===== src/rtl/cam_pkg.sv =====
// Shared types and helpers for the DVP camera capture path.
package cam_pkg;

  localparam int DVP_W = 8;
  localparam int PIX_W = 16;
  localparam int CNT_W = 12;

  typedef enum logic [1:0] {SKIP, WAIT, CAP, DROP} cap_state_t;

  function automatic logic [PIX_W-1:0] pack_pair(input logic [DVP_W-1:0] first,
                                                 input logic [DVP_W-1:0] second,
                                                 input logic             hi_first);
    return hi_first ? {first, second} : {second, first};
  endfunction

  function automatic logic [CNT_W-1:0] sat_inc(input logic [CNT_W-1:0] v);
    return (v == '1) ? v : v + CNT_W'(1);
  endfunction

endpackage


===== src/rtl/dvp_sync_edge.sv =====
// DVP input register stage with registered vsync/href edge pulses aligned to the delayed bus.
module dvp_sync_edge
  import cam_pkg::*;
(
  input  logic             clk,
  input  logic             rst_n,
  input  logic             vsync,
  input  logic             href,
  input  logic [DVP_W-1:0] data,
  output logic             href_q,
  output logic [DVP_W-1:0] data_q,
  output logic             vs_rise,
  output logic             vs_fall,
  output logic             href_fall
);

  logic             vs_s1;
  logic             href_s1;
  logic [DVP_W-1:0] data_s1;
  logic             vs_q;

  // Pulses are registered alongside href_q/data_q so they line up with the bytes they frame.
  always_ff @(posedge clk or negedge rst_n) begin
    if (!rst_n) begin
      vs_s1     <= 1'b0;
      href_s1   <= 1'b0;
      data_s1   <= '0;
      vs_q      <= 1'b0;
      href_q    <= 1'b0;
      data_q    <= '0;
      vs_rise   <= 1'b0;
      vs_fall   <= 1'b0;
      href_fall <= 1'b0;
    end else begin
      vs_s1     <= vsync;
      href_s1   <= href;
      data_s1   <= data;
      vs_q      <= vs_s1;
      href_q    <= href_s1;
      data_q    <= data_s1;
      vs_rise   <= vs_s1 & ~vs_q;
      vs_fall   <= ~vs_s1 & vs_q;
      href_fall <= ~href_s1 & href_q;
    end
  end

endmodule


===== src/rtl/cmos_capture_pack.sv =====
// DVP camera capture: frame skipping/dropping FSM, RGB565 byte-pair packer and FIFO write port.
module cmos_capture_pack
  import cam_pkg::*;
#(
  parameter int SKIP_FRAMES = 10,
  parameter int H_PIXELS    = 1280,
  parameter int V_LINES     = 720,
  parameter int HI_FIRST    = 1
) (
  input  logic             wr_clk,
  input  logic             wr_rst_n,
  input  logic             cam_vsync,
  input  logic             cam_href,
  input  logic [DVP_W-1:0] cam_data,
  input  logic             fifo_full,
  input  logic             fifo_afull,
  input  logic             clr_status,
  output logic             wr_en,
  output logic [PIX_W-1:0] wr_data,
  output logic             frame_start,
  output logic             frame_done,
  output logic [15:0]      frame_cnt,
  output logic [15:0]      drop_cnt,
  output logic             overflow_err,
  output logic             size_err
);

  localparam logic [15:0]      SKIP_N = 16'(SKIP_FRAMES);
  localparam logic [CNT_W-1:0] H_N    = CNT_W'(H_PIXELS);
  localparam logic [CNT_W-1:0] V_N    = CNT_W'(V_LINES);

  logic             href_q;
  logic [DVP_W-1:0] data_q;
  logic             vs_rise;
  logic             vs_fall;
  logic             href_fall;

  dvp_sync_edge u_sync (
    .clk       (wr_clk),
    .rst_n     (wr_rst_n),
    .vsync     (cam_vsync),
    .href      (cam_href),
    .data      (cam_data),
    .href_q    (href_q),
    .data_q    (data_q),
    .vs_rise   (vs_rise),
    .vs_fall   (vs_fall),
    .href_fall (href_fall)
  );

  cap_state_t       state;
  logic [15:0]      skip_cnt;
  logic             phase;
  logic [DVP_W-1:0] first_byte;
  logic [CNT_W-1:0] pix_cnt;
  logic [CNT_W-1:0] line_cnt;

  logic [CNT_W-1:0] line_after;
  logic [15:0]      drop_inc;
  logic             ovf_now;
  logic             frame_begin;

  always_comb begin
    line_after  = href_fall ? sat_inc(line_cnt) : line_cnt;
    drop_inc    = (drop_cnt == '1) ? drop_cnt : drop_cnt + 16'd1;
    ovf_now     = href_q & phase & fifo_full;
    frame_begin = vs_fall & ((state == WAIT) | (state == CAP));
  end

  always_ff @(posedge wr_clk or negedge wr_rst_n) begin
    if (!wr_rst_n) begin
      state        <= SKIP;
      skip_cnt     <= '0;
      phase        <= 1'b0;
      first_byte   <= '0;
      pix_cnt      <= '0;
      line_cnt     <= '0;
      wr_en        <= 1'b0;
      wr_data      <= '0;
      frame_start  <= 1'b0;
      frame_done   <= 1'b0;
      frame_cnt    <= '0;
      drop_cnt     <= '0;
      overflow_err <= 1'b0;
      size_err     <= 1'b0;
    end else begin
      wr_en       <= 1'b0;
      frame_start <= 1'b0;
      frame_done  <= 1'b0;
      // Clear first so any error set later in this cycle takes priority.
      if (clr_status) begin
        overflow_err <= 1'b0;
        size_err     <= 1'b0;
      end

      case (state)
        SKIP: begin
          if (SKIP_FRAMES == 0) begin
            state <= WAIT;
          end else if (vs_fall) begin
            skip_cnt <= skip_cnt + 16'd1;
            if (skip_cnt + 16'd1 >= SKIP_N) state <= WAIT;
          end
        end
        WAIT: ;
        CAP: begin
          if (vs_fall) begin
            size_err <= 1'b1;
          end else begin
            if (href_q) begin
              if (!phase) begin
                first_byte <= data_q;
                phase      <= 1'b1;
              end else if (fifo_full) begin
                overflow_err <= 1'b1;
                drop_cnt     <= drop_inc;
                state        <= DROP;
              end else begin
                wr_en   <= 1'b1;
                wr_data <= pack_pair(first_byte, data_q, HI_FIRST != 0);
                pix_cnt <= sat_inc(pix_cnt);
                phase   <= 1'b0;
              end
            end
            // Line end is folded into line_after so a coincident frame end sees the final count.
            if (href_fall) begin
              line_cnt <= line_after;
              if (pix_cnt != H_N || phase) size_err <= 1'b1;
              pix_cnt <= '0;
              phase   <= 1'b0;
            end
            if (vs_rise && !ovf_now) begin
              if (line_after != V_N) size_err <= 1'b1;
              frame_done <= 1'b1;
              frame_cnt  <= frame_cnt + 16'd1;
              state      <= WAIT;
            end
          end
        end
        DROP: begin
          if (vs_rise) state <= WAIT;
        end
      endcase

      // A fall in CAP truncates the running frame and restarts under the same rules as WAIT.
      if (frame_begin) begin
        if (fifo_afull) begin
          drop_cnt <= drop_inc;
          state    <= DROP;
        end else begin
          frame_start <= 1'b1;
          pix_cnt     <= '0;
          line_cnt    <= '0;
          phase       <= 1'b0;
          state       <= CAP;
        end
      end
    end
  end

endmodule


===== config.mk =====
export PLATFORM = sky130hd
export DESIGN_NAME = cmos_capture_pack
export DESIGN_NICKNAME = d
export VERILOG_FILES = /design/src/rtl/cam_pkg.sv /design/src/rtl/dvp_sync_edge.sv /design/src/rtl/cmos_capture_pack.sv
export SDC_FILE = /design/constraint.sdc
export NUM_CORES = 1
export LEC_CHECK = 0
export ABC_AREA = 1
export ABC_CLOCK_PERIOD_IN_PS = 3800
export CELL_PAD_IN_SITES_DETAIL_PLACEMENT = 1
export CELL_PAD_IN_SITES_GLOBAL_PLACEMENT = 1
export CORE_UTILIZATION = 30
export DETAILED_ROUTE_END_ITERATION = 10
export GPL_ROUTABILITY_DRIVEN = 0
export PLACE_DENSITY = 0.63
export REMOVE_ABC_BUFFERS = 1
export SLEW_MARGIN = 15
export SYNTH_ARGS = -nofsm -noshare
export SYNTH_HDL_FRONTEND = slang
export SYNTH_HIERARCHICAL = 1
export SYNTH_SLANG_ARGS = --single-unit

===== constraint.sdc =====
create_clock -name wr_clk -period 3.8 [get_ports wr_clk]
set_input_delay 0.57 -clock wr_clk [delete_from_list [all_inputs] [get_ports wr_clk]]
set_output_delay 0.57 -clock wr_clk [all_outputs]
set_load 0.01 [all_outputs]

==> flow_summary_export.csv <==
group,metric,value,unit
drt,detail-route-antenna-nets,0,
synth,synth_edf_count,0,
place,hpwl,11000,um
clock_network,cts.clk_slew.worst_paths,0.06,ns
synth,synthArstFlopShare,100,%
global_routing,grt_use_met3,4.14,%
critical_path,end_kind,"flop",
critical_path,crit_type,"flop to flop",
place,io_buffers,67,
synth,ys_seq_area_share,52.3,%
synth,ys_ff_latch,127,
critical_path,reg2reg_to,"pix_cnt[4]",
timing,fin_crit,2.35,ns
cells_and_area,antennaDiodeCount,0,
synth,synth_cell_types,43,
timing,finalSetupTns,0,ns
die,initial_core_util,30.9,%
global_routing,grt-ovfl-total,0,
critical_path,reg2reg_from,"state[0]",
cells_and_area,fin_area,7620,um^2
timing,finalHoldViolations,0,
synth,syn-cell-area,6080,um^2
global_routing,grt_pass1_wl,26400,um
timing,max_slew.worst_pin.slew,0.735,ns
clock_network,root_buffer,"clkbuf_16",
timing,setup_violations,0,
critical_path,worstPathRequired,4.14,ns
clock_network,cts_max_level,4,
power,power_leakage,3.59,nW
timing,grt_setup_unrepaired,"false",
drt,drt-pass1-iter-count,4,
global_routing,grt_use_met1,20.1,%
critical_path,r2r_slack,1.45,ns
critical_path,cp_max_fo,21,
timing,slew_viol_final,0,
global_routing,grt_use_total,16.7,%
timing,fin_skew,0.0115,ns
status,status,"completed",
global_routing,gr-usage-met2,28.9,%
synth,ys.flop_type,"dfrtp_1",
clock_network,cts_tree,"yes",
cells_and_area,utilization,38.8,%
die,die-area,20800,um^2
critical_path,reg2reg_depth,12,
critical_path,start_kind,"flop",
global_routing,grt_max_degree,55,
synth,postSynthAreaPerCell,8.78,um^2
timing,relSlewSlack,51.0,%
clock_network,postCtsSetupBuffers,0,
drt,route.vias.total,4887,
die,fp.dieH,144,um
place,placed_cells,1015,
timing,fmax,0.426,GHz
clock_network,cts_made_buffers,17,
critical_path,crit_end,"pix_cnt[4]",
min_path,hp-class,"input pin to async pin",
drt,routed_via_density,4.67,
clock_network,cts-resized-gates,0,
drt,routed_wirelength,15600,um
cells_and_area,layout.cells.non_filler,1047,
drt,drc_errors,0,
power,max-vdd-ir-drop,0.000309,V
timing,finalCritPeriodShare,61.8,%
cells_and_area,final_cell_mix,"167 x nand2_1, 127 x dfrtp_1, 87 x inv_1",
synth,netlist_instances,692,
drt,drt-wirelength-per-cell,14.9,um
clock_network,cts_buffer_depth,2,
global_routing,grt_pass1_vias,5338,
drt,drt-initial-drc-count,213,
timing,whs,0.195,ns
critical_path,cp.arrival,2.69,ns
die,rows,51,
die,die_w,144,um
cells_and_area,synthToLayoutAreaGrowth,25.4,%
place,dpl_cell_area,7060,um^2
critical_path,crit_start,"state[0]",
die,core-area,19700,um^2
cells_and_area,drive_above_1_share,8.70,%
clock_network,postCtsHoldBufs,0,
clock_network,clk_latency,0.42,ns
clock_network,clkSinkCount,127,
cells_and_area,nNetsFinal,794,
synth,synth_warnings,6,
die,ioPinCount,68,
job,maxCapViolations,0,
cells_and_area,mostFrequentLayoutCell,"nand2_1",
power,p_per_area,569,nW/um^2
global_routing,antenna_found_initial,0,
global_routing,grt.busiest_layer,"met2",
[how the worst min path moves through the flow]
stage	end	slack (ns)	cells past startpoint
5_1_grt	u_sync/href_s1	0.25	1
3_5_place_dp	u_sync/data_q[3]	0.34	0
2_1_floorplan	drop_cnt[0]	0.27	0
6_report	u_sync/href_s1	0.19	1
4_1_cts	u_sync/href_s1	0.23	1
3_3_place_gp	u_sync/data_q[0]	0.33	0
[flip-flops by register name, indices dropped and copies added (netlist names), 8 cells and up]
register / cells
u_sync/data_q: 8
drop_cnt: 16
wr_data: 16
line_cnt: 12
u_sync/data_s1: 8
frame_cnt: 16
pix_cnt: 12
skip_cnt: 16
first_byte: 8
[Yosys cell counts, drive strengths merged (2+ instances only)]
cell type	count	area (um^2)
nand2	171	657
dfrtp	127	3180
inv	92	348
nor2	63	314
o21ai	53	265
nand3	42	228
xor2	26	228
a21oi	23	115
nor3	16	95.1
xnor2	16	140
nand4	14	118
ha	10	125
buf	8	36.3
o211ai	6	45.0
a211oi	4	30.0
clkbuf	4	15.0
a21boi	3	22.5
nor4	2	12.5
[critical path: stages, from the launching register on]
cell,delay (ns)
dfrtp_1,0.40
inv_1,0.09
ha_1,0.21
inv_2,0.09
nor2_8,0.23
inv_4,0.18
nor2_1,0.15
buf_4,0.20
nand2_1,0.11
inv_2,0.08
nand4_1,0.13
or2_1,0.25
a21oi_1,0.14
[cell type report]
cell class                      instances  area, um^2
Timing Repair Buffer                   70         703
Clock buffer                           17         425
Clock inverter                         15         138
Sequential cell                       127        3180
Fill cell                            2332       12000
Multi-Input combinational cell        460        2500
Inverter                               93         352
Tap cell                              265         332
[report_power, final]
part | leakage [nW] | internal [mW] | switching, mW | total, mW
clock network | 0.259 | 0.906 | 0.658 | 1.56
logic | 1.70 | 0.409 | 0.589 | 0.998
registers | 1.64 | 1.57 | 0.205 | 1.77
total | 3.59 | 2.88 | 1.45 | 4.33
[through the flow]
stage	total power, mW	worst slack, ns
finish	4.33	1.45
CTS	4.40	1.40
global placement	2.74	1.35
floorplan	2.39	1.60
global route	4.62	1.14
detailed placement	2.81	1.26
[logic make-up after synthesis]
family | after synthesis | share of synthesized area, %
simple gates | 311 | 23.8
flops | 127 | 52.3
buf+inv | 105 | 6.63
compound gates | 96 | 9.02
xor+xnor | 42 | 6.05
fa+ha+maj | 10 | 2.06
mux | 1 | 0.185
[layer usage]
metal / vias to the layer above / part of all wire (%)
met3: 18 / 2.8
li1: 2387 / -
met1: 2416 / 45
met4: 0 / 1.3
met5: - / 0
met2: 66 / 51
No activity file was read; power rests on OpenSTA's default activity.
